File: config.mk
export PLATFORM = sky130hd
export DESIGN_NAME = fetch_stage
export DESIGN_NICKNAME = d
export VERILOG_FILES = /design/src/rtl/pipeline_pkg.sv /design/src/rtl/fetch_skid_buf.sv /design/src/rtl/fetch_stage.sv
export SDC_FILE = /design/constraint.sdc
export NUM_CORES = 1
export LEC_CHECK = 0
export CAP_MARGIN = 20
export CORE_MARGIN = 3
export CORE_UTILIZATION = 25
export CTS_CLUSTER_DIAMETER = 150
export CTS_CLUSTER_SIZE = 12
export DETAILED_ROUTE_END_ITERATION = 8
export SLEW_MARGIN = 5
export SYNTH_ARGS = -nofsm -noshare
export SYNTH_HDL_FRONTEND = slang
export SYNTH_HIERARCHICAL = 1
export SYNTH_SLANG_ARGS = --single-unit
File: constraint.sdc
create_clock -name clk -period 2.7 [get_ports clk]
set_input_delay 0.405 -clock clk [delete_from_list [all_inputs] [get_ports clk]]
set_output_delay 0.405 -clock clk [all_outputs]
set_load 0.05 [all_outputs]
File: src/rtl/pipeline_pkg.sv
// Shared types and constants for the 4-stage pipeline front end.
package pipeline_pkg;

  localparam int INSTR_W_DEF = 8;
  localparam int PC_W_DEF    = 8;

  // Top two bits of each instruction select the operation in the control unit.
  localparam logic [1:0] OP_MOVI = 2'b00;
  localparam logic [1:0] OP_SLL  = 2'b01;
  localparam logic [1:0] OP_JMP  = 2'b11;

  // Fetch FSM encoding, also visible on the debug port of fetch_stage.
  typedef enum logic [1:0] {
    F_REQ  = 2'd0,
    F_WAIT = 2'd1,
    F_HOLD = 2'd2
  } fetch_state_e;

endpackage

File: src/rtl/fetch_skid_buf.sv
// One-entry {instr, pc} buffer that catches a fetch response arriving
// while decode is stalled and the IF/ID register is still occupied.
module fetch_skid_buf
  import pipeline_pkg::*;
#(
  parameter int INSTR_W = INSTR_W_DEF,
  parameter int PC_W    = PC_W_DEF
) (
  input  logic               clk,
  input  logic               reset,
  input  logic               load_i,
  input  logic               unload_i,
  input  logic               clear_i,
  input  logic [INSTR_W-1:0] instr_i,
  input  logic [PC_W-1:0]    pc_i,
  output logic               valid_o,
  output logic [INSTR_W-1:0] instr_o,
  output logic [PC_W-1:0]    pc_o
);

  logic               valid_q;
  logic [INSTR_W-1:0] instr_q;
  logic [PC_W-1:0]    pc_q;

  // Clear (redirect) wins over load, load wins over unload.
  always_ff @(posedge clk) begin
    if (reset) begin
      valid_q <= 1'b0;
      instr_q <= '0;
      pc_q    <= '0;
    end else if (clear_i) begin
      valid_q <= 1'b0;
    end else if (load_i) begin
      valid_q <= 1'b1;
      instr_q <= instr_i;
      pc_q    <= pc_i;
    end else if (unload_i) begin
      valid_q <= 1'b0;
    end
  end

  assign valid_o = valid_q;
  assign instr_o = instr_q;
  assign pc_o    = pc_q;

endmodule

File: src/rtl/fetch_stage.sv
// Instruction fetch stage plus IF/ID pipeline register.
//
// Memory handshake: a request is accepted in the cycle where imem_req and
// imem_gnt are both high; at most one request is outstanding, and its
// response is the first imem_rvalid seen while in WAIT. rvalid outside WAIT
// is ignored. Decode handshake: ifid_valid marks a live instruction and
// id_stall=1 means decode did not take it, so the register must hold.
module fetch_stage
  import pipeline_pkg::*;
#(
  parameter int              INSTR_W  = INSTR_W_DEF,
  parameter int              PC_W     = PC_W_DEF,
  parameter logic [PC_W-1:0] RESET_PC = '0
) (
  input  logic               clk,
  input  logic               reset,
  output logic               imem_req,
  output logic [PC_W-1:0]    imem_addr,
  input  logic               imem_gnt,
  input  logic               imem_rvalid,
  input  logic [INSTR_W-1:0] imem_rdata,
  input  logic               id_stall,
  input  logic               redirect_valid,
  input  logic [PC_W-1:0]    redirect_pc,
  output logic               ifid_valid,
  output logic [INSTR_W-1:0] ifid_instr,
  output logic [PC_W-1:0]    ifid_pc,
  output logic [1:0]         ifid_opcode,
  output logic [1:0]         dbg_state
);

  localparam logic [1:0] ST_REQ  = F_REQ;
  localparam logic [1:0] ST_WAIT = F_WAIT;
  localparam logic [1:0] ST_HOLD = F_HOLD;

  logic [1:0]         state_q, state_d;
  logic [PC_W-1:0]    pc_q, pc_d;
  logic [PC_W-1:0]    fetch_pc_q, fetch_pc_d;
  logic               drop_q, drop_d;
  logic               ifid_valid_q, ifid_valid_d;
  logic [INSTR_W-1:0] ifid_instr_q, ifid_instr_d;
  logic [PC_W-1:0]    ifid_pc_q, ifid_pc_d;

  logic               skid_load, skid_unload, skid_clear;
  logic               skid_valid;
  logic [INSTR_W-1:0] skid_instr;
  logic [PC_W-1:0]    skid_pc;
  logic               slot_free;

  fetch_skid_buf #(
    .INSTR_W (INSTR_W),
    .PC_W    (PC_W)
  ) u_skid (
    .clk      (clk),
    .reset    (reset),
    .load_i   (skid_load),
    .unload_i (skid_unload),
    .clear_i  (skid_clear),
    .instr_i  (imem_rdata),
    .pc_i     (fetch_pc_q),
    .valid_o  (skid_valid),
    .instr_o  (skid_instr),
    .pc_o     (skid_pc)
  );

  // IF/ID can take new data if empty or decode consumes the current entry.
  assign slot_free = !ifid_valid_q || !id_stall;

  // Next-state logic: redirect overrides everything, including id_stall.
  always_comb begin
    state_d      = state_q;
    pc_d         = pc_q;
    fetch_pc_d   = fetch_pc_q;
    drop_d       = drop_q;
    ifid_valid_d = ifid_valid_q;
    ifid_instr_d = ifid_instr_q;
    ifid_pc_d    = ifid_pc_q;
    skid_load    = 1'b0;
    skid_unload  = 1'b0;
    skid_clear   = 1'b0;

    if (redirect_valid) begin
      pc_d         = redirect_pc;
      ifid_valid_d = 1'b0;
      skid_clear   = 1'b1;
      // A response still in flight must be swallowed before refetching.
      if (state_q == ST_WAIT && !imem_rvalid) begin
        state_d = ST_WAIT;
        drop_d  = 1'b1;
      end else begin
        state_d = ST_REQ;
        drop_d  = 1'b0;
      end
    end else begin
      if (slot_free) ifid_valid_d = 1'b0;
      case (state_q)
        ST_REQ: begin
          if (imem_gnt) begin
            state_d    = ST_WAIT;
            fetch_pc_d = pc_q;
          end
        end
        ST_WAIT: begin
          if (imem_rvalid) begin
            if (drop_q) begin
              drop_d  = 1'b0;
              state_d = ST_REQ;
            end else if (slot_free) begin
              ifid_valid_d = 1'b1;
              ifid_instr_d = imem_rdata;
              ifid_pc_d    = fetch_pc_q;
              pc_d         = pc_q + PC_W'(1);
              state_d      = ST_REQ;
            end else begin
              skid_load = 1'b1;
              pc_d      = pc_q + PC_W'(1);
              state_d   = ST_HOLD;
            end
          end
        end
        ST_HOLD: begin
          if (!id_stall) begin
            ifid_valid_d = skid_valid;
            ifid_instr_d = skid_instr;
            ifid_pc_d    = skid_pc;
            skid_unload  = 1'b1;
            state_d      = ST_REQ;
          end
        end
        default: state_d = ST_REQ;
      endcase
    end
  end

  // State registers with synchronous reset; reset also abandons any response.
  always_ff @(posedge clk) begin
    if (reset) begin
      state_q      <= ST_REQ;
      pc_q         <= RESET_PC;
      fetch_pc_q   <= RESET_PC;
      drop_q       <= 1'b0;
      ifid_valid_q <= 1'b0;
      ifid_instr_q <= '0;
      ifid_pc_q    <= '0;
    end else begin
      state_q      <= state_d;
      pc_q         <= pc_d;
      fetch_pc_q   <= fetch_pc_d;
      drop_q       <= drop_d;
      ifid_valid_q <= ifid_valid_d;
      ifid_instr_q <= ifid_instr_d;
      ifid_pc_q    <= ifid_pc_d;
    end
  end

  assign imem_req    = (state_q == ST_REQ);
  assign imem_addr   = pc_q;
  assign ifid_valid  = ifid_valid_q;
  assign ifid_instr  = ifid_instr_q;
  assign ifid_pc     = ifid_pc_q;
  assign ifid_opcode = ifid_instr_q[INSTR_W-1 -: 2];
  assign dbg_state   = state_q;

endmodule

==> flow_results.xml, run 1 <==
<?xml version="1.0" encoding="UTF-8"?>
<metrics>
  <group name="worst_setup_path">
    <metric name="biggest_fanout_along_the_worst_timing_path" unit="">4</metric>
    <metric name="critPathKind" unit="">reg -&gt; out</metric>
    <metric name="regToRegSetupSlack" unit="ps">560</metric>
    <metric name="endpoint_class_of_the_critical_path" unit="">output pin</metric>
    <metric name="timing.rr.start" unit="">dbg_state[1]</metric>
    <metric name="reg2reg_depth" unit="">6</metric>
    <metric name="critPathLaunchType" unit="">flip-flop</metric>
    <metric name="critPathCapture" unit="">imem_req</metric>
    <metric name="critical_path.reg2reg.endpoint" unit="">ifid_instr[1]</metric>
    <metric name="critical_path_startpoint" unit="">dbg_state[0]</metric>
    <metric name="arr_time_crit_path" unit="ps">1780</metric>
    <metric name="cp.required" unit="ps">2300</metric>
  </group>
  <group name="sta">
    <metric name="rsz_0062_raised_after_global_routing" unit="">no</metric>
    <metric name="timing.slew.headroom" unit="%">42.4</metric>
    <metric name="final.setup_skew" unit="ps">11.1</metric>
    <metric name="finalCriticalPeriod" unit="ps">2190</metric>
    <metric name="timing.setup.tns" unit="ps">0</metric>
    <metric name="pin_slew_with_the_least_headroom_to_its_limit" unit="ps">863</metric>
    <metric name="final_max_slew_viol_count" unit="">0</metric>
    <metric name="finalSetupViolations" unit="">0</metric>
    <metric name="fmax" unit="MHz">457</metric>
    <metric name="finalHoldViolCount" unit="">0</metric>
    <metric name="finalCritPeriodShare" unit="%">81.1</metric>
  </group>
  <group name="cts">
    <metric name="clock_insertion_delay_worst_skew" unit="ps">310</metric>
    <metric name="cts-buffers-inserted" unit="">5</metric>
    <metric name="cts.reportedPaths.clkPinSlew" unit="ps">100</metric>
    <metric name="clock-root-buffer" unit="">sky130_fd_sc_hd__clkbuf_8</metric>
    <metric name="cts_setup_buffers" unit="">0</metric>
    <metric name="cts_tree" unit="">built</metric>
    <metric name="numClockSinks" unit="">53</metric>
    <metric name="cts.path.max_buffers" unit="">2</metric>
    <metric name="post_cts_hold_buffers" unit="">0</metric>
    <metric name="ctsResizeCount" unit="">0</metric>
    <metric name="cts.htree.levels" unit="">2</metric>
  </group>
  <group name="placed_design">
    <metric name="placed_cell_area" unit="um2">3270</metric>
    <metric name="final_wtd_congestion" unit="">0.738</metric>
    <metric name="io_buffer_count" unit="">51</metric>
    <metric name="hpwlAfterDp" unit="um">4470</metric>
  </group>
  <group name="finish">
    <metric name="multi_input_comb_area" unit="um2">1420</metric>
    <metric name="finish.net_count" unit="">338</metric>
    <metric name="final_cell_area" unit="um2">3380</metric>
    <metric name="final.fill_count" unit="">1062</metric>
    <metric name="area_growth_syn_to_layout" unit="%">26.9</metric>
    <metric name="antenna-diode-count" unit="">0</metric>
    <metric name="seq_area" unit="um2">1060</metric>
    <metric name="final_layout_size_suffix_gt1_share" unit="%">14.1</metric>
  </group>
  <group name="logic_synthesis">
    <metric name="synth.distinct_cells" unit="">43</metric>
    <metric name="syn_area" unit="um2">2660</metric>
    <metric name="synth_fp_nets" unit="">294</metric>
    <metric name="yosys_warnings" unit="">6</metric>
    <metric name="synth.avg_cell_area" unit="um2">9.93</metric>
    <metric name="synth_edf_count" unit="">0</metric>
    <metric name="netlist_instances" unit="">268</metric>
    <metric name="synth_flop_cell" unit="">sky130_fd_sc_hd__dfxtp_1</metric>
    <metric name="synth.yosys.seq_area_share" unit="%">39.8</metric>
    <metric name="asyncSetResetFlopFracSynth" unit="%">0</metric>
    <metric name="yosys_register_bits" unit="">53</metric>
  </group>
  <group name="grt">
    <metric name="grt_pass1_vias" unit="">2033</metric>
    <metric name="grt_max_degree" unit="">43</metric>
    <metric name="antenna_found_initial" unit="">0</metric>
    <metric name="grt_first_pass_wirelength" unit="um">10700</metric>
    <metric name="grt_remaining_overflow" unit="">0</metric>
    <metric name="global_route.usage.total" unit="%">11.2</metric>
  </group>
  <group name="floorplan">
    <metric name="chipWidth" unit="um">109</metric>
    <metric name="placeableCoreArea" unit="um2">10300</metric>
    <metric name="die_area" unit="um2">11900</metric>
    <metric name="initial_cell_density_of_the_core" unit="%">25.8</metric>
    <metric name="die_height" unit="um">109</metric>
    <metric name="rows" unit="">37</metric>
    <metric name="pin_count" unit="">52</metric>
  </group>
  <group name="hold_path">
    <metric name="hold_path.class" unit="">reg -&gt; reg</metric>
  </group>
  <group name="power">
    <metric name="ir_drop" unit="mV">0.203</metric>
    <metric name="static_leak" unit="nW">1.13</metric>
    <metric name="swShare" unit="%">28.0</metric>
    <metric name="power.switching" unit="mW">0.466</metric>
    <metric name="p_clk_share" unit="%">33.2</metric>
    <metric name="intPower" unit="mW">1.20</metric>
    <metric name="p_seq_share" unit="%">49.6</metric>
    <metric name="design_power_total" unit="mW">1.67</metric>
    <metric name="power_density" unit="nW/um2">493</metric>
    <metric name="power_frac_comb" unit="%">17.1</metric>
  </group>
  <group name="detailed_routing">
    <metric name="dr.first_iter.drc_count" unit="">123</metric>
    <metric name="post_drt_wl_per_cell" unit="um">14.5</metric>
    <metric name="detailedRoute.firstPassIterationCount" unit="">4</metric>
    <metric name="drt_wl_total" unit="um">6530</metric>
    <metric name="via_count" unit="">2116</metric>
    <metric name="drt.antenna.violating_nets" unit="">0</metric>
    <metric name="detail_route.drc_violations" unit="">0</metric>
    <metric name="viasPerCell" unit="">4.71</metric>
  </group>
  <group name="job">
    <metric name="drv.max_cap_violation_count" unit="">0</metric>
  </group>
  <group name="run_status">
    <metric name="outcome" unit="">finished, final reports clean</metric>
  </group>
</metrics>
-- worst min-delay path by stage --
| stage | start | to | slack, ps | depth (start not counted) |
|---|---|---|---|---|
| CTS | u_skid/instr_o[5] | u_skid/instr_o[5] | 480 | 2 |
| global placement | u_skid/instr_o[5] | u_skid/instr_o[5] | 460 | 2 |
| global route | u_skid/instr_o[2] | u_skid/instr_o[2] | 510 | 2 |
| floorplan | u_skid/instr_o[3] | u_skid/instr_o[3] | 450 | 2 |
| detailed placement | u_skid/instr_o[5] | u_skid/instr_o[5] | 460 | 2 |
| finish | u_skid/pc_o[6] | u_skid/pc_o[6] | 480 | 2 |
-- cell type report --
type | count | share of cell area (%)
Inverter | 11 | 1.26
Multi-Input combinational cell | 183 | 42.1
Sequential cell | 53 | 31.4
Tap cell | 136 | 5.04
Timing Repair Buffer | 58 | 16.9
Clock inverter | 3 | 1.30
Clock buffer | 5 | 2.04
-- metrics by stage --
stage | hold WS [ps] | util (%) | std cells | setup slack [ps]
global route | 506 | 32.7 | 449 | 410
floorplan | 449 | - | 268 | 287
CTS | 480 | 32.7 | 449 | 479
global placement | 460 | 31.6 | 441 | 378
detailed placement | 464 | 31.6 | 441 | 362
finish | 480 | 32.7 | 449 | 511
-- cells in the mapped netlist (2+ instances only) --
master | n | share of area, %
sky130_fd_sc_hd__a21oi_1 | 27 | 5.1
sky130_fd_sc_hd__mux2i_1 | 26 | 9.8
sky130_fd_sc_hd__nand3_1 | 2 | 0.38
sky130_fd_sc_hd__nand3b_1 | 3 | 0.85
sky130_fd_sc_hd__clkbuf_1 | 9 | 1.3
sky130_fd_sc_hd__a211oi_2 | 11 | 5.2
sky130_fd_sc_hd__o21ai_1 | 3 | 0.56
sky130_fd_sc_hd__buf_2 | 5 | 0.94
sky130_fd_sc_hd__nand2_1 | 4 | 0.56
sky130_fd_sc_hd__xor2_1 | 3 | 0.99
sky130_fd_sc_hd__nand2b_1 | 16 | 3.8
sky130_fd_sc_hd__nor2b_1 | 2 | 0.47
sky130_fd_sc_hd__inv_1 | 9 | 1.3
sky130_fd_sc_hd__o21a_1 | 5 | 1.4
sky130_fd_sc_hd__buf_4 | 2 | 0.56
sky130_fd_sc_hd__o21ai_0 | 6 | 1.1
sky130_fd_sc_hd__nor3_1 | 5 | 0.94
sky130_fd_sc_hd__nor2_1 | 15 | 2.1
sky130_fd_sc_hd__dfxtp_1 | 53 | 40
sky130_fd_sc_hd__buf_6 | 3 | 1.3
sky130_fd_sc_hd__ha_1 | 4 | 1.9
sky130_fd_sc_hd__xnor2_1 | 3 | 0.99
sky130_fd_sc_hd__a211oi_1 | 8 | 2.3
sky130_fd_sc_hd__o21ai_2 | 10 | 3.3
sky130_fd_sc_hd__nand4bb_1 | 16 | 6.8
-- sequential cells by signal (all words and copies together), names as in the netlist --
name            flops
dbg_state           2
drop_q              1
fetch_pc_q          8
ifid_instr          8
ifid_pc             8
ifid_valid          1
imem_addr           8
u_skid/instr_o      8
u_skid/pc_o         8
u_skid/valid_o      1
-- power groups by stage --
stage                     logic (mW)  clock network [mW]  registers, mW
after CTS                      0.287               0.571          0.829
after global placement         0.285                   0          0.846
final                          0.286               0.554          0.828
after global routing           0.307               0.597          0.832
after floorplan                0.121                   0          0.904
after detailed placement       0.286                   0          0.847
-- logic make-up (layout without fill, tap and decap cells) --
logic type      count (synthesis)  after routing  share of synthesized area (%)
compound gates                 74             74                           20.7
simple gates                   72             72                           18.5
flops                          53             53                           39.8
buf+inv                        32             77                           6.91
mux                            27             27                           10.2
xor+xnor                        6              6                           1.97
fa+ha+maj                       4              4                           1.88
-- per-layer routing --
layer  track usage, %  routed length (um)
met1             15.2                3180
met5                0                   0
met3             2.25                 323
met2             18.3                2970
met4             2.58                  56
-- layout by cell type (no fill, tap or decap), types with 4 or more instances in the layout --
cell type / instances
sky130_fd_sc_hd__o21ai_2: 10
sky130_fd_sc_hd__nor3_1: 4
sky130_fd_sc_hd__ha_1: 4
sky130_fd_sc_hd__mux2i_1: 26
sky130_fd_sc_hd__nand2b_1: 16
sky130_fd_sc_hd__a21oi_1: 27
sky130_fd_sc_hd__o21ai_0: 6
sky130_fd_sc_hd__nor2_1: 15
sky130_fd_sc_hd__nand2_1: 4
sky130_fd_sc_hd__nand4bb_1: 16
sky130_fd_sc_hd__clkdlybuf4s50_1: 50
sky130_fd_sc_hd__a211oi_2: 11
sky130_fd_sc_hd__buf_4: 6
sky130_fd_sc_hd__clkbuf_8: 5
sky130_fd_sc_hd__inv_1: 9
sky130_fd_sc_hd__dfxtp_1: 53
sky130_fd_sc_hd__o21a_1: 5
sky130_fd_sc_hd__a211oi_1: 8
-- critical path, cell delays in order, from the launching register on --
cell	delay [ps]
sky130_fd_sc_hd__dfxtp_1	360
sky130_fd_sc_hd__inv_1	90
sky130_fd_sc_hd__ha_1	210
sky130_fd_sc_hd__clkdlybuf4s50_1	820
Note: power is estimated with default switching activity, not from simulation.
==> run 2: changes to the inputs <==
clock period = 1.8 ns   (was 2.7 ns; I/O delays follow)
==> run 2 against run 1 <==
Effect of this change: cell count is 2.2% higher; clock skew decreased by 2.6 ps; sequential share of layout area decreased by 0.81 points; clock-buffer cell count is 1 higher; total power up 45%.
==> flow_results.xml, run 2 (same netlist as run 1, synthesis figures left out) <==
<?xml version="1.0" encoding="UTF-8"?>
<metrics>
  <group name="finish">
    <metric name="finish.net_count" unit="">348</metric>
    <metric name="final_layout_size_suffix_gt1_share" unit="%">25.7</metric>
    <metric name="area_growth_syn_to_layout" unit="%">31.2</metric>
    <metric name="antenna-diode-count" unit="">0</metric>
    <metric name="layout.core_utilization" unit="%">33.8</metric>
    <metric name="final.fill_count" unit="">1096</metric>
    <metric name="layout_commonest_cell" unit="">sky130_fd_sc_hd__dfxtp_1</metric>
    <metric name="final_cell_area" unit="um2">3490</metric>
    <metric name="most-common-layout-cells" unit="">51 x sky130_fd_sc_hd__dfxtp_1, 34 x sky130_fd_sc_hd__buf_4, 27 x sky130_fd_sc_hd__a21oi_1</metric>
  </group>
  <group name="sta">
    <metric name="timing.slew.headroom" unit="%">66.7</metric>
    <metric name="timing.setup.tns" unit="ps">0</metric>
    <metric name="final.setup_skew" unit="ps">8.53</metric>
    <metric name="pin_slew_with_the_least_headroom_to_its_limit" unit="ps">499</metric>
    <metric name="finalCritPeriodShare" unit="%">97.7</metric>
    <metric name="finalSetupViolations" unit="">0</metric>
    <metric name="rsz_0062_raised_after_global_routing" unit="">no</metric>
    <metric name="final_max_slew_viol_count" unit="">0</metric>
    <metric name="fmax" unit="MHz">569</metric>
    <metric name="finalCriticalPeriod" unit="ps">1760</metric>
    <metric name="finalHoldViolCount" unit="">0</metric>
  </group>
  <group name="power">
    <metric name="power.switching" unit="mW">0.703</metric>
    <metric name="static_leak" unit="nW">1.31</metric>
    <metric name="p_clk_share" unit="%">30.0</metric>
    <metric name="p_seq_share" unit="%">51.4</metric>
    <metric name="ir_drop" unit="mV">0.310</metric>
    <metric name="power_density" unit="nW/um2">690</metric>
    <metric name="design_power_total" unit="mW">2.41</metric>
    <metric name="intPower" unit="mW">1.71</metric>
    <metric name="swShare" unit="%">29.2</metric>
    <metric name="power_frac_comb" unit="%">18.5</metric>
  </group>
  <group name="run_status">
    <metric name="outcome" unit="">finished, final reports clean</metric>
  </group>
  <group name="worst_setup_path">
    <metric name="biggest_fanout_along_the_worst_timing_path" unit="">6</metric>
    <metric name="critical_path.reg2reg.endpoint" unit="">dbg_state[1]</metric>
    <metric name="endpoint_class_of_the_critical_path" unit="">flip-flop</metric>
    <metric name="timing.rr.start" unit="">dbg_state[1]</metric>
    <metric name="reg2reg_depth" unit="">6</metric>
    <metric name="critPathLaunchType" unit="">flip-flop</metric>
    <metric name="critPathKind" unit="">reg -&gt; reg</metric>
    <metric name="arr_time_crit_path" unit="ps">1980</metric>
    <metric name="regToRegSetupSlack" unit="ps">40</metric>
    <metric name="cp.required" unit="ps">2030</metric>
  </group>
  <group name="detailed_routing">
    <metric name="detail_route.drc_violations" unit="">0</metric>
    <metric name="wl_met1" unit="um">3040</metric>
    <metric name="post_drt_wl_per_cell" unit="um">14.1</metric>
    <metric name="via_count" unit="">2081</metric>
    <metric name="detailedRoute.firstPassIterationCount" unit="">4</metric>
    <metric name="routed-wl-met3" unit="um">367</metric>
    <metric name="viasPerCell" unit="">4.53</metric>
    <metric name="dr.first_iter.drc_count" unit="">85</metric>
    <metric name="drt_wl_total" unit="um">6470</metric>
    <metric name="dr.max_layer_used" unit="">met4</metric>
    <metric name="met2RoutedLength" unit="um">3040</metric>
    <metric name="drt.antenna.violating_nets" unit="">0</metric>
  </group>
  <group name="placed_design">
    <metric name="final_wtd_congestion" unit="">0.732</metric>
    <metric name="io_buffer_count" unit="">51</metric>
    <metric name="placed_cell_area" unit="um2">3360</metric>
    <metric name="hpwlAfterDp" unit="um">4570</metric>
  </group>
  <group name="grt">
    <metric name="grt_max_degree" unit="">44</metric>
    <metric name="antenna_found_initial" unit="">0</metric>
    <metric name="grt_first_pass_wirelength" unit="um">10600</metric>
    <metric name="grt_remaining_overflow" unit="">0</metric>
    <metric name="global_route.usage.total" unit="%">11.2</metric>
    <metric name="grt_pass1_vias" unit="">2112</metric>
  </group>
  <group name="floorplan">
    <metric name="die_area" unit="um2">11900</metric>
    <metric name="chipWidth" unit="um">109</metric>
    <metric name="die_height" unit="um">109</metric>
    <metric name="placeableCoreArea" unit="um2">10300</metric>
    <metric name="rows" unit="">37</metric>
    <metric name="pin_count" unit="">52</metric>
    <metric name="initial_cell_density_of_the_core" unit="%">25.8</metric>
  </group>
  <group name="hold_path">
    <metric name="worstHoldStart" unit="">reset</metric>
    <metric name="hold_depth" unit="">2</metric>
    <metric name="min_delay_worst_endpoint" unit="">ifid_instr[4]</metric>
    <metric name="hold_path.class" unit="">in -&gt; reg</metric>
  </group>
  <group name="cts">
    <metric name="clock-root-buffer" unit="">sky130_fd_sc_hd__clkbuf_8</metric>
    <metric name="cts.reportedPaths.clkPinSlew" unit="ps">100</metric>
    <metric name="numClockSinks" unit="">53</metric>
    <metric name="post_cts_hold_buffers" unit="">0</metric>
    <metric name="cts-buffers-inserted" unit="">5</metric>
    <metric name="clock_insertion_delay_worst_skew" unit="ps">310</metric>
    <metric name="cts.htree.levels" unit="">2</metric>
    <metric name="cts.path.max_buffers" unit="">2</metric>
    <metric name="cts_tree" unit="">built</metric>
  </group>
  <group name="job">
    <metric name="drv.max_cap_violation_count" unit="">0</metric>
  </group>
</metrics>
-- run 2: cell types whose count changed in the layout (fill, tap and decap cells not counted), moves of 2 or more --
cell / delta
sky130_fd_sc_hd__dfxtp_4: +2
sky130_fd_sc_hd__buf_12: +3
sky130_fd_sc_hd__inv_1: -2
sky130_fd_sc_hd__inv_4: +2
sky130_fd_sc_hd__clkdlybuf4s50_1: -25
sky130_fd_sc_hd__ha_1: -3
sky130_fd_sc_hd__ha_4: +3
sky130_fd_sc_hd__buf_4: +28
sky130_fd_sc_hd__dlymetal6s2s_1: +4
sky130_fd_sc_hd__dfxtp_1: -2
-- run 2: worst max-delay path by stage --
stage / startpoint / to / slack (ps) / cells after the start
after floorplan: dbg_state[0] / dbg_state[1] / -60 / 6
after global placement: imem_rvalid / imem_addr[7] / -140 / 6
after detailed placement: imem_gnt / dbg_state[1] / -160 / 5
after CTS: ifid_instr[7] / ifid_opcode[1] / 20 / 1
after global routing: dbg_state[1] / dbg_state[1] / 3 / 6
final: dbg_state[1] / dbg_state[1] / 40 / 6
-- run 2: cell type report --
| type | count | area, um2 | share of cell area [%] |
|---|---|---|---|
| clock buffers | 6 | 82.6 | 2.36 |
| clock inverters | 2 | 13.8 | 0.394 |
| inverters | 11 | 47.5 | 1.36 |
| multi-input cells | 183 | 1470 | 42.1 |
| flip-flops and latches | 53 | 1070 | 30.6 |
| well taps | 136 | 170 | 4.87 |
| repair buffers | 68 | 641 | 18.3 |
-- run 2: per-layer routing --
| layer | GRT usage, % | vias to the layer above |
|---|---|---|
| met1 | 14.8 | 979 |
| met3 | 3.49 | 4 |
| met4 | 2.67 | 0 |
| met5 | 0 | - |
| met2 | 17.9 | 33 |
| li1 | - | 1065 |
-- run 2: what timing repair did --
item	4_1_cts	5_1_grt
gates cloned	0	0
setup endpoints to repair	1	5
buffers inserted	2	1
gates resized for setup	0	5
hold endpoints to repair	0	0
-- run 2: critical path: stages, from the launching register on --
cell                       delay, ps
sky130_fd_sc_hd__dfxtp_4         380
sky130_fd_sc_hd__inv_4            50
sky130_fd_sc_hd__ha_4            170
sky130_fd_sc_hd__nor2b_4         140
sky130_fd_sc_hd__a221o_1         290
sky130_fd_sc_hd__or4_4           420
sky130_fd_sc_hd__a211oi_2        220
-- run 2: metrics by stage --
stage                     cells  worst slack (ps)  hold slack (ps)
after floorplan             268             -60.7              413
after global placement      448              -137              459
after detailed placement    448              -159              469
after CTS                   458              16.0              239
after global routing        459              2.98              234
final                       459              42.0              242
-- run 2: power by group through the flow --
| stage | combinational, mW | clock [mW] | sequential [mW] |
|---|---|---|---|
| after floorplan | 0.189 | 0 | 1.36 |
| after global placement | 0.444 | 0 | 1.27 |
| after detailed placement | 0.448 | 0 | 1.27 |
| after CTS | 0.449 | 0.744 | 1.24 |
| after global routing | 0.479 | 0.801 | 1.25 |
| final | 0.446 | 0.724 | 1.24 |
==> run 3: changes to the inputs <==
clock period = 1.4 ns   (was 1.8 ns; I/O delays follow)
==> run 3 against run 2 <==
Effect of this change: the flow now finishes with violations (setup timing); clock skew shrank 5.6 ps; clock power grew 59%; die area is the same; utilization grew 8.5 points; critical endpoint unchanged; highest routed layer unchanged.
==> flow_results.xml, run 3 (same netlist as run 1, synthesis figures left out) <==
<?xml version="1.0" encoding="UTF-8"?>
<metrics>
  <group name="detailed_routing">
    <metric name="drt_wl_total" unit="um">7470</metric>
    <metric name="detail_route.drc_violations" unit="">0</metric>
    <metric name="drt.antenna.violating_nets" unit="">0</metric>
    <metric name="via_count" unit="">2278</metric>
    <metric name="detailedRoute.firstPassIterationCount" unit="">6</metric>
    <metric name="post_drt_wl_per_cell" unit="um">15.3</metric>
    <metric name="dr.first_iter.drc_count" unit="">69</metric>
    <metric name="viasPerCell" unit="">4.67</metric>
  </group>
  <group name="grt">
    <metric name="global_route.usage.total" unit="%">12.6</metric>
    <metric name="grt_first_pass_wirelength" unit="um">11900</metric>
    <metric name="grt_pass1_vias" unit="">2339</metric>
    <metric name="grt_max_degree" unit="">70</metric>
    <metric name="grt_remaining_overflow" unit="">0</metric>
    <metric name="antenna_found_initial" unit="">0</metric>
  </group>
  <group name="hold_path">
    <metric name="hold_path.class" unit="">in -&gt; reg</metric>
  </group>
  <group name="cts">
    <metric name="cts.path.max_buffers" unit="">2</metric>
    <metric name="clock_insertion_delay_worst_skew" unit="ps">300</metric>
    <metric name="cts.htree.levels" unit="">2</metric>
    <metric name="cts.reportedPaths.clkPinSlew" unit="ps">100</metric>
    <metric name="clock-root-buffer" unit="">sky130_fd_sc_hd__clkbuf_8</metric>
    <metric name="cts-buffers-inserted" unit="">5</metric>
    <metric name="cts_tree" unit="">built</metric>
    <metric name="numClockSinks" unit="">53</metric>
  </group>
  <group name="finish">
    <metric name="layout.core_utilization" unit="%">42.4</metric>
    <metric name="most-common-layout-cells" unit="">48 x sky130_fd_sc_hd__dfxtp_1, 37 x sky130_fd_sc_hd__buf_12, 25 x sky130_fd_sc_hd__mux2i_1</metric>
    <metric name="final.fill_count" unit="">931</metric>
    <metric name="area_growth_syn_to_layout" unit="%">64.2</metric>
    <metric name="final_layout_size_suffix_gt1_share" unit="%">43.2</metric>
    <metric name="final-instance-count-excl-fill" unit="">488</metric>
    <metric name="finish.net_count" unit="">377</metric>
    <metric name="antenna-diode-count" unit="">0</metric>
    <metric name="layout_commonest_cell" unit="">sky130_fd_sc_hd__dfxtp_1</metric>
  </group>
  <group name="power">
    <metric name="ir_drop" unit="mV">0.412</metric>
    <metric name="power_density" unit="nW/um2">808</metric>
    <metric name="static_leak" unit="nW">1.62</metric>
  </group>
  <group name="sta">
    <metric name="pin_slew_with_the_least_headroom_to_its_limit" unit="ps">303</metric>
    <metric name="finalHoldViolCount" unit="">0</metric>
    <metric name="fmax" unit="MHz">580</metric>
    <metric name="final.hold.worst_slack" unit="ps">382</metric>
    <metric name="rsz_0062_raised_after_global_routing" unit="">yes</metric>
    <metric name="final_max_slew_viol_count" unit="">0</metric>
    <metric name="finalSetupViolations" unit="">49</metric>
    <metric name="timing.slew.headroom" unit="%">79.2</metric>
    <metric name="final.setup_skew" unit="ps">2.89</metric>
    <metric name="finalCritPeriodShare" unit="%">123</metric>
    <metric name="finalWorstSetupSlack" unit="ps">-324</metric>
    <metric name="finalCriticalPeriod" unit="ps">1720</metric>
  </group>
  <group name="floorplan">
    <metric name="die_area" unit="um2">11900</metric>
    <metric name="pin_count" unit="">52</metric>
    <metric name="chipWidth" unit="um">109</metric>
    <metric name="placeableCoreArea" unit="um2">10300</metric>
    <metric name="die_height" unit="um">109</metric>
    <metric name="initial_cell_density_of_the_core" unit="%">25.8</metric>
    <metric name="rows" unit="">37</metric>
  </group>
  <group name="run_status">
    <metric name="violations" unit="">setup timing</metric>
    <metric name="outcome" unit="">finished, violations left</metric>
  </group>
  <group name="worst_setup_path">
    <metric name="critPathKind" unit="">reg -&gt; reg</metric>
    <metric name="arr_time_crit_path" unit="ps">1950</metric>
    <metric name="biggest_fanout_along_the_worst_timing_path" unit="">5</metric>
    <metric name="cp.required" unit="ps">1630</metric>
    <metric name="endpoint_class_of_the_critical_path" unit="">flip-flop</metric>
    <metric name="critPathLaunchType" unit="">flip-flop</metric>
  </group>
  <group name="placed_design">
    <metric name="final_wtd_congestion" unit="">0.756</metric>
    <metric name="cell_total_after_placement" unit="">462</metric>
    <metric name="io_buffer_count" unit="">51</metric>
    <metric name="detailedPlace.worstSlack" unit="ps">-497</metric>
    <metric name="hpwlAfterDp" unit="um">4710</metric>
  </group>
  <group name="job">
    <metric name="drv.max_cap_violation_count" unit="">0</metric>
  </group>
</metrics>
==> run 3: area by class of cell <==
type	count	area [um2]	area share [%]
Timing Repair Buffer	96	1330	30.5
Tap cell	136	170	3.89
Multi-Input combinational cell	184	1620	37.1
Sequential cell	53	1070	24.5
Clock inverter	2	35.0	0.801
Inverter	11	47.5	1.09
Clock buffer	6	93.8	2.15
==> run 3: what timing repair did <==
item / in CTS / in global routing
pin swaps: 24 / 21
gates resized for setup: 35 / 17
buffers inserted: 10 / 6
setup endpoints to repair: 47 / 53
hold buffers: 0 / 0
cloned: 2 / 3
==> run 3: report_power, final <==
group	internal [mW]	total [mW]	switching [mW]
Sequential	1.55	1.60	0.0508
Combinational	0.394	0.779	0.385
Clock	0.639	1.15	0.514
==> run 3: metal layers <==
metal	track usage [%]	vias up	wire, um
li1	-	1123	-
met4	3.47	0	46
met3	2.61	4	286
met2	21.8	35	3890
met1	15.8	1116	3250
met5	0	-	0
==> run 3: worst paths after layout <==
check	start	to	slack, ps	cells after the start
setup / recovery	dbg_state[1]	dbg_state[1]	-320	6
hold / removal	reset	dbg_state[0]	380	3
setup reg to reg	dbg_state[1]	dbg_state[1]	-320	6
hold reg to reg	u_skid/pc_o[7]	u_skid/pc_o[7]	470	2
==> run 3: metrics by stage <==
stage	instance area [um2]	setup TNS [ps]	total power, mW
after CTS	4280	-8760	3.55
final	4370	-9210	3.53
after floorplan	2780	-12800	2.00
after global placement	3880	-18830	2.35
after global routing	4370	-12900	3.67
after detailed placement	3880	-19550	2.35
==> run 3: critical path, cell delays in order, from the launching register on <==
cell	delay [ps]
sky130_fd_sc_hd__dfxtp_4	390
sky130_fd_sc_hd__inv_4	50
sky130_fd_sc_hd__ha_4	160
sky130_fd_sc_hd__nor2b_4	130
sky130_fd_sc_hd__a221o_1	280
sky130_fd_sc_hd__or4_1	420
sky130_fd_sc_hd__a211oi_2	220
